<file path="src/rtl/rhd_cmd_engine.sv">
// RHD headstage command engine: responder side of the start -> busy/done handshake.
// Each accepted command streams a fixed list of 16-bit SPI words (CS/SCLK/MOSI),
// captures MISO per word, emits convert results as samples, then pulses done.
module rhd_cmd_engine #(
    parameter int unsigned NUM_CH      = 32,
    parameter int unsigned HALF_PERIOD = 2,
    parameter int unsigned CS_GAP      = 4
) (
    input  logic        clk,
    input  logic        rstn,
    input  logic        config_start,
    input  logic        record_start,
    input  logic        zcheck_start,
    input  logic [5:0]  zcheck_channel,
    output logic        busy,
    output logic        done,
    output logic        CS,
    output logic        SCLK,
    output logic        MOSI,
    input  logic        MISO,
    output logic [15:0] sample_data,
    output logic [5:0]  sample_channel,
    output logic        sample_valid
);

    // One phase counter serves both the SCLK half-period and the CS gap.
    localparam int unsigned PH_MAX = (HALF_PERIOD > CS_GAP) ? HALF_PERIOD : CS_GAP;
    localparam int unsigned PH_W   = (PH_MAX > 1) ? $clog2(PH_MAX) : 1;
    localparam logic [PH_W-1:0] HP_LAST  = PH_W'(HALF_PERIOD - 1);
    localparam logic [PH_W-1:0] GAP_LAST = PH_W'(CS_GAP - 1);

    localparam logic [15:0] READ_40   = {2'b11, 6'd40, 8'h00};
    localparam logic [15:0] CALIBRATE = 16'h5500;

    typedef enum logic [1:0] {StIdle, StShift, StGap, StDone} state_e;
    typedef enum logic [1:0] {CmdConfig, CmdZcheck, CmdRecord} cmd_e;

    state_e          state_q, state_d;
    cmd_e            cmd_q, cmd_d;
    cmd_e            new_cmd;
    logic [5:0]      zch_q, zch_d;
    logic [6:0]      word_q, word_d;
    logic [3:0]      bit_q, bit_d;
    logic [PH_W-1:0] phase_q, phase_d;
    logic [15:0]     tx_q, tx_d;
    logic [15:0]     rx_q, rx_d;
    logic            cs_q, cs_d;
    logic            sclk_q, sclk_d;
    logic            mosi_q, mosi_d;
    logic            busy_q, busy_d;
    logic            done_q, done_d;
    logic            sv_q, sv_d;
    logic [15:0]     sdata_q, sdata_d;
    logic [5:0]      sch_q, sch_d;
    logic            start_any;
    logic [15:0]     first_word;
    logic [15:0]     next_word;

    // Config register init values for registers 0..7.
    function automatic logic [7:0] cfg_val(input logic [2:0] r);
        logic [7:0] v;
        case (r)
            3'd0:    v = 8'hDE;
            3'd1:    v = 8'h20;
            3'd2:    v = 8'h28;
            3'd4:    v = 8'h80;
            default: v = 8'h00;
        endcase
        return v;
    endfunction

    // Index of the final word of each command sequence.
    function automatic logic [6:0] last_word(input cmd_e cmd);
        logic [6:0] n;
        case (cmd)
            CmdConfig: n = 7'd17;
            CmdZcheck: n = 7'd2;
            default:   n = 7'(NUM_CH + 1);
        endcase
        return n;
    endfunction

    // SPI word number idx of the given command's sequence.
    function automatic logic [15:0] word_of(input cmd_e cmd, input logic [6:0] idx,
                                            input logic [5:0] ch);
        logic [15:0] w;
        w = 16'h0000;
        case (cmd)
            CmdConfig: begin
                if (idx < 7'd8) begin
                    w = {2'b10, 3'b000, idx[2:0], cfg_val(idx[2:0])};
                end else if (idx == 7'd8) begin
                    w = CALIBRATE;
                end else begin
                    w = READ_40;
                end
            end
            CmdZcheck: w = (idx == 7'd0) ? {2'b10, 6'd7, 2'b00, ch} : READ_40;
            // Words past the channel list are CONVERT(0) flush words.
            default:   w = (32'(idx) < NUM_CH) ? {2'b00, idx[5:0], 8'h00} : 16'h0000;
        endcase
        return w;
    endfunction

    assign start_any  = config_start | zcheck_start | record_start;
    assign new_cmd    = config_start ? CmdConfig : (zcheck_start ? CmdZcheck : CmdRecord);
    assign first_word = word_of(new_cmd, 7'd0, zcheck_channel);
    assign next_word  = word_of(cmd_q, word_q + 7'd1, zch_q);

    // Sequencer next-state: command accept, bit shifting, inter-word gap, done pulse.
    always_comb begin
        state_d = state_q;
        cmd_d   = cmd_q;
        zch_d   = zch_q;
        word_d  = word_q;
        bit_d   = bit_q;
        phase_d = phase_q;
        tx_d    = tx_q;
        rx_d    = rx_q;
        cs_d    = cs_q;
        sclk_d  = sclk_q;
        mosi_d  = mosi_q;
        busy_d  = busy_q;
        done_d  = 1'b0;
        sv_d    = 1'b0;
        sdata_d = sdata_q;
        sch_d   = sch_q;
        unique case (state_q)
            StIdle, StDone: begin
                state_d = StIdle;
                busy_d  = 1'b0;
                // Leaving DONE is the IDLE re-entry point: a start still held here is
                // accepted at once, so busy is low only for the done cycle.
                if (start_any) begin
                    state_d = StShift;
                    cmd_d   = new_cmd;
                    zch_d   = zcheck_channel;
                    word_d  = 7'd0;
                    bit_d   = 4'd15;
                    phase_d = '0;
                    busy_d  = 1'b1;
                    cs_d    = 1'b0;
                    sclk_d  = 1'b0;
                    tx_d    = first_word;
                    mosi_d  = first_word[15];
                end
            end
            StShift: begin
                if (phase_q != HP_LAST) begin
                    phase_d = phase_q + 1'b1;
                end else begin
                    phase_d = '0;
                    if (!sclk_q) begin
                        // Rising SCLK edge: capture MISO MSB first.
                        sclk_d = 1'b1;
                        rx_d   = {rx_q[14:0], MISO};
                    end else begin
                        sclk_d = 1'b0;
                        if (bit_q == 4'd0) begin
                            cs_d    = 1'b1;
                            state_d = StGap;
                            // Record word k carries the result of CONVERT issued in word k-2.
                            if (cmd_q == CmdRecord && word_q >= 7'd2) begin
                                sv_d    = 1'b1;
                                sdata_d = rx_q;
                                sch_d   = 6'(word_q - 7'd2);
                            end
                        end else begin
                            bit_d  = bit_q - 4'd1;
                            tx_d   = {tx_q[14:0], tx_q[15]};
                            mosi_d = tx_q[14];
                        end
                    end
                end
            end
            StGap: begin
                if (phase_q != GAP_LAST) begin
                    phase_d = phase_q + 1'b1;
                end else begin
                    phase_d = '0;
                    if (word_q == last_word(cmd_q)) begin
                        state_d = StDone;
                        busy_d  = 1'b0;
                        done_d  = 1'b1;
                    end else begin
                        state_d = StShift;
                        word_d  = word_q + 7'd1;
                        bit_d   = 4'd15;
                        cs_d    = 1'b0;
                        tx_d    = next_word;
                        mosi_d  = next_word[15];
                    end
                end
            end
            default: state_d = StIdle;
        endcase
    end

    // State and registered outputs; reset aborts any sequence in flight.
    always_ff @(posedge clk or negedge rstn) begin
        if (!rstn) begin
            state_q <= StIdle;
            cmd_q   <= CmdConfig;
            zch_q   <= 6'd0;
            word_q  <= 7'd0;
            bit_q   <= 4'd0;
            phase_q <= '0;
            tx_q    <= 16'h0000;
            rx_q    <= 16'h0000;
            cs_q    <= 1'b1;
            sclk_q  <= 1'b0;
            mosi_q  <= 1'b0;
            busy_q  <= 1'b0;
            done_q  <= 1'b0;
            sv_q    <= 1'b0;
            sdata_q <= 16'h0000;
            sch_q   <= 6'd0;
        end else begin
            state_q <= state_d;
            cmd_q   <= cmd_d;
            zch_q   <= zch_d;
            word_q  <= word_d;
            bit_q   <= bit_d;
            phase_q <= phase_d;
            tx_q    <= tx_d;
            rx_q    <= rx_d;
            cs_q    <= cs_d;
            sclk_q  <= sclk_d;
            mosi_q  <= mosi_d;
            busy_q  <= busy_d;
            done_q  <= done_d;
            sv_q    <= sv_d;
            sdata_q <= sdata_d;
            sch_q   <= sch_d;
        end
    end

    assign busy           = busy_q;
    assign done           = done_q;
    assign CS             = cs_q;
    assign SCLK           = sclk_q;
    assign MOSI           = mosi_q;
    assign sample_valid   = sv_q;
    assign sample_data    = sdata_q;
    assign sample_channel = sch_q;

endmodule

</file>
<file path="config.mk">
export PLATFORM = sky130hd
export DESIGN_NAME = rhd_cmd_engine
export DESIGN_NICKNAME = d
export VERILOG_FILES = /design/src/rtl/rhd_cmd_engine.sv
export SDC_FILE = /design/constraint.sdc
export NUM_CORES = 1
export LEC_CHECK = 0
export BUFFER_PORTS_ARGS = -buffer_cell sky130_fd_sc_hd__buf_2
export CORE_MARGIN = 2
export CORE_UTILIZATION = 59
export DETAILED_ROUTE_END_ITERATION = 8
export PLACE_DENSITY = 0.9
export SETUP_SLACK_MARGIN = 0.2
export SKIP_CTS_REPAIR_TIMING = 1
export SLEW_MARGIN = 0
export SYNTH_ARGS = -nofsm -noshare
export SYNTH_HDL_FRONTEND = slang
export SYNTH_SLANG_ARGS = --single-unit
</file>
<file path="constraint.sdc">
create_clock -name clk -period 3.2 [get_ports clk]
set_clock_uncertainty 0.1 [all_clocks]
set_input_delay 0.16 -clock clk [delete_from_list [all_inputs] [get_ports clk]]
set_output_delay 0.16 -clock clk [all_outputs]
set_load 0.1 [all_outputs]
</file>
==> qor.yml <==
status: "finished, violations left"
violations: "hold timing"
drc_errors: 0
grt_max_degree: 83
wirelength_um: 9980
synthMuxAreaShare_pct: 11.3
layout_setup_ws_ns: 0.382
yosysWarnings: 0
initial_utilization_pct: 61.7
synthesis.area_um2: 4260
leakage_nw: 2.19
ys_types: 59
grt_pass1_wl_um: 16500
syn_nets: 439
io_pins: 40
slew_viol_final: 0
synth-xor-area-share_pct: 1.44
min_path_type: "in2reg"
reg2reg_from: "word_q[0]"
first_iter_violations: 403
insertion_delay_ns: 0.35
grt-ovfl-total: 0
ir_worst_vdd_mv: 0.312
regArea_um2: 2050
post-route-util_pct: 69.7
pre_cts_ws_ns: 0.507
synth-simple-area-share_pct: 15.3
placed_area_um2: 4530
cp_common_cell: "ha_1"
slowest_delay_ns: 0.60
num_vias: 3448
ant_nets: 0
cap_violations: 0
fin_crit_ns: 2.82
hold_slack_ns: -0.00406
crit_start: "word_q[0]"
hp-start: "record_start"
nets: 482
core_um2: 6910
grt_pass1_vias: 3363
fmax_ghz: 0.355
cp_slowest_cell: "dfrtp_1"
tritoncts: "done"
numCtsBuffers: 9
drive_above_1_share_pct: 25.2
antenna_found_initial: 0
avgSynthCellArea_um2: 10.3
tightestPinTransition_ns: 1.01
powerDensity_nw_per_um2: 394
crit_chain: "ha_1 > ha_1 > nor2b_1 > nand2_1 > o22ai_1 > buf_4 > nor2_1 > a221oi_1 > o22a_1"
clkTransAtPathRegs_ns: 0.08
post_drt_wl_per_cell_um: 17.9
tns_ns: 0
criticalPathCategory: "reg2reg"
slew_headroom_pct: 32.6
clock_path_buffers: 2
synth_async_sr_flop_share_pct: 100
antennaDiodeCount: 0
design.die.area_um2: 7920
cts.sinks: 82
place_congestion: 0.933
synth_adder_area_share_pct: 4.11
num-fill-cells: 492
dr.pass1.iters: 5
area_growth_pct: 13.0
synth_seq_cells: 82
io_buffers: 39
synth_compound_area_share_pct: 15.3
multi_input_area_um2: 2020
setup_violations: 0
dp_hpwl_um: 6520
rsz0062_at_grt: "false"
cp_top_family: "adder cells"
die_w_um: 89.0
die_height_um: 89.0
crit_buf_inv: 1
synth_edf_count: 0
critPathMaxFanout: 13
min_period_over_period_pct: 88.1
yosys_most_used_dff: "dfrtp_1"
arrival_ns: 3.01
final_cell_area_um2: 4810
cp.required_ns: 3.40
cts-root-buf: "clkbuf_8"
hold_viol_final: 1
track_usage_pct: 27.7
end_kind: "flip-flop"
final_cell_mix: "dfrtp_1, nor2_1, mux2_2, buf_2, nand2_1"
mostFrequentLayoutCell: "dfrtp_1"
synth_top_family_by_area: "simple AND/OR/NAND/NOR gates"
via_per_inst: 6.19
synthCells: 413
htreeDepth: 3
synth-seq-area-share_pct: 48.2
rows: 30
cp-start-kind: "flip-flop"
area by class of cell:
| class | count | share of cell area, % |
|---|---|---|
| clock buffers | 11 | 2.94 |
| inverters | 17 | 1.33 |
| repair buffers | 57 | 7.33 |
| multi-input cells | 289 | 42.0 |
| well taps | 96 | 2.49 |
| clock inverters | 5 | 1.30 |
| flip-flops and latches | 82 | 42.6 |
where the power goes:
group | switching (mW) | internal, mW
Combinational | 0.0393 | 0.0287
Clock | 0.380 | 0.386
Sequential | 0.0142 | 1.05
Total | 0.433 | 1.47
tightest hold or removal path: stages:
cell,delay [ns]
buf_2,0.10
a21oi_1,0.06
nor2_1,0.08
metal layers:
layer	global-route usage (%)	part of all wire [%]
met5	0	0
met2	42.1	47
met1	38.5	43
met3	6.65	8.0
met4	11.5	2.4
cells by family after synthesis:
logic type | count (synthesis)
compound gates | 98
fa+ha+maj | 14
flops | 82
xor+xnor | 7
buf+inv | 42
simple gates | 127
mux | 43
flip-flops by register name, indices dropped and copies added, names as in the netlist:
signal          cells
done                1
word_q              7
sample_valid        1
sample_channel      6
busy                1
tx_q               15
cmd_q               2
state_q             2
sample_data        16
zch_q               6
phase_q             2
MOSI                1
bit_q               4
CS                  1
rx_q               16
SCLK                1
synthesized netlist by cell type (all sizes together) (3+ instances only):
cell / n / area, µm²
dfrtp: 81 / 2030
nor2: 44 / 173
mux2: 40 / 450
nand2: 27 / 101
a21oi: 25 / 129
o21ai: 18 / 90.1
inv: 16 / 60.1
buf: 15 / 87.6
ha: 14 / 175
a31oi: 10 / 62.6
clkbuf: 10 / 37.5
nand4: 8 / 50.1
nand3: 7 / 35.0
xnor2: 7 / 61.3
a211oi: 5 / 37.5
and2: 5 / 31.3
nand2b: 5 / 31.3
nor3: 5 / 30.0
o31ai: 5 / 47.5
a221oi: 4 / 35.0
nor2b: 4 / 25.0
o211ai: 4 / 30.0
o22ai: 4 / 25.0
a32oi: 3 / 26.3
mux2i: 3 / 30.0
nand3b: 3 / 22.5
nor4: 3 / 18.8
o2111ai: 3 / 26.3
o22a: 3 / 26.3
metrics by stage:
step / hold slack (ns) / total power [mW] / cells
detailed placement: 0.296 / 1.14 / 533
global placement: 0.288 / 1.14 / 533
finish: -0.00406 / 1.90 / 557
global route: 0.0150 / 1.98 / 557
CTS: -0.0961 / 1.91 / 549
floorplan: -0.236 / 1.11 / 413
path summary, 6_finish.rpt:
check	cells after the start	endpoint	slack, ns
hold / removal	3	cmd_q[1]	-0.004
hold reg to reg	1	bit_q[0]	0.40
max in group asynchronous	2	tx_q[6]	1.93
min in group asynchronous	2	sample_channel[3]	0.41
setup / recovery	9	tx_q[10]	0.38
setup reg to reg	9	tx_q[10]	0.38
No activity file was read; power rests on OpenSTA's default activity.
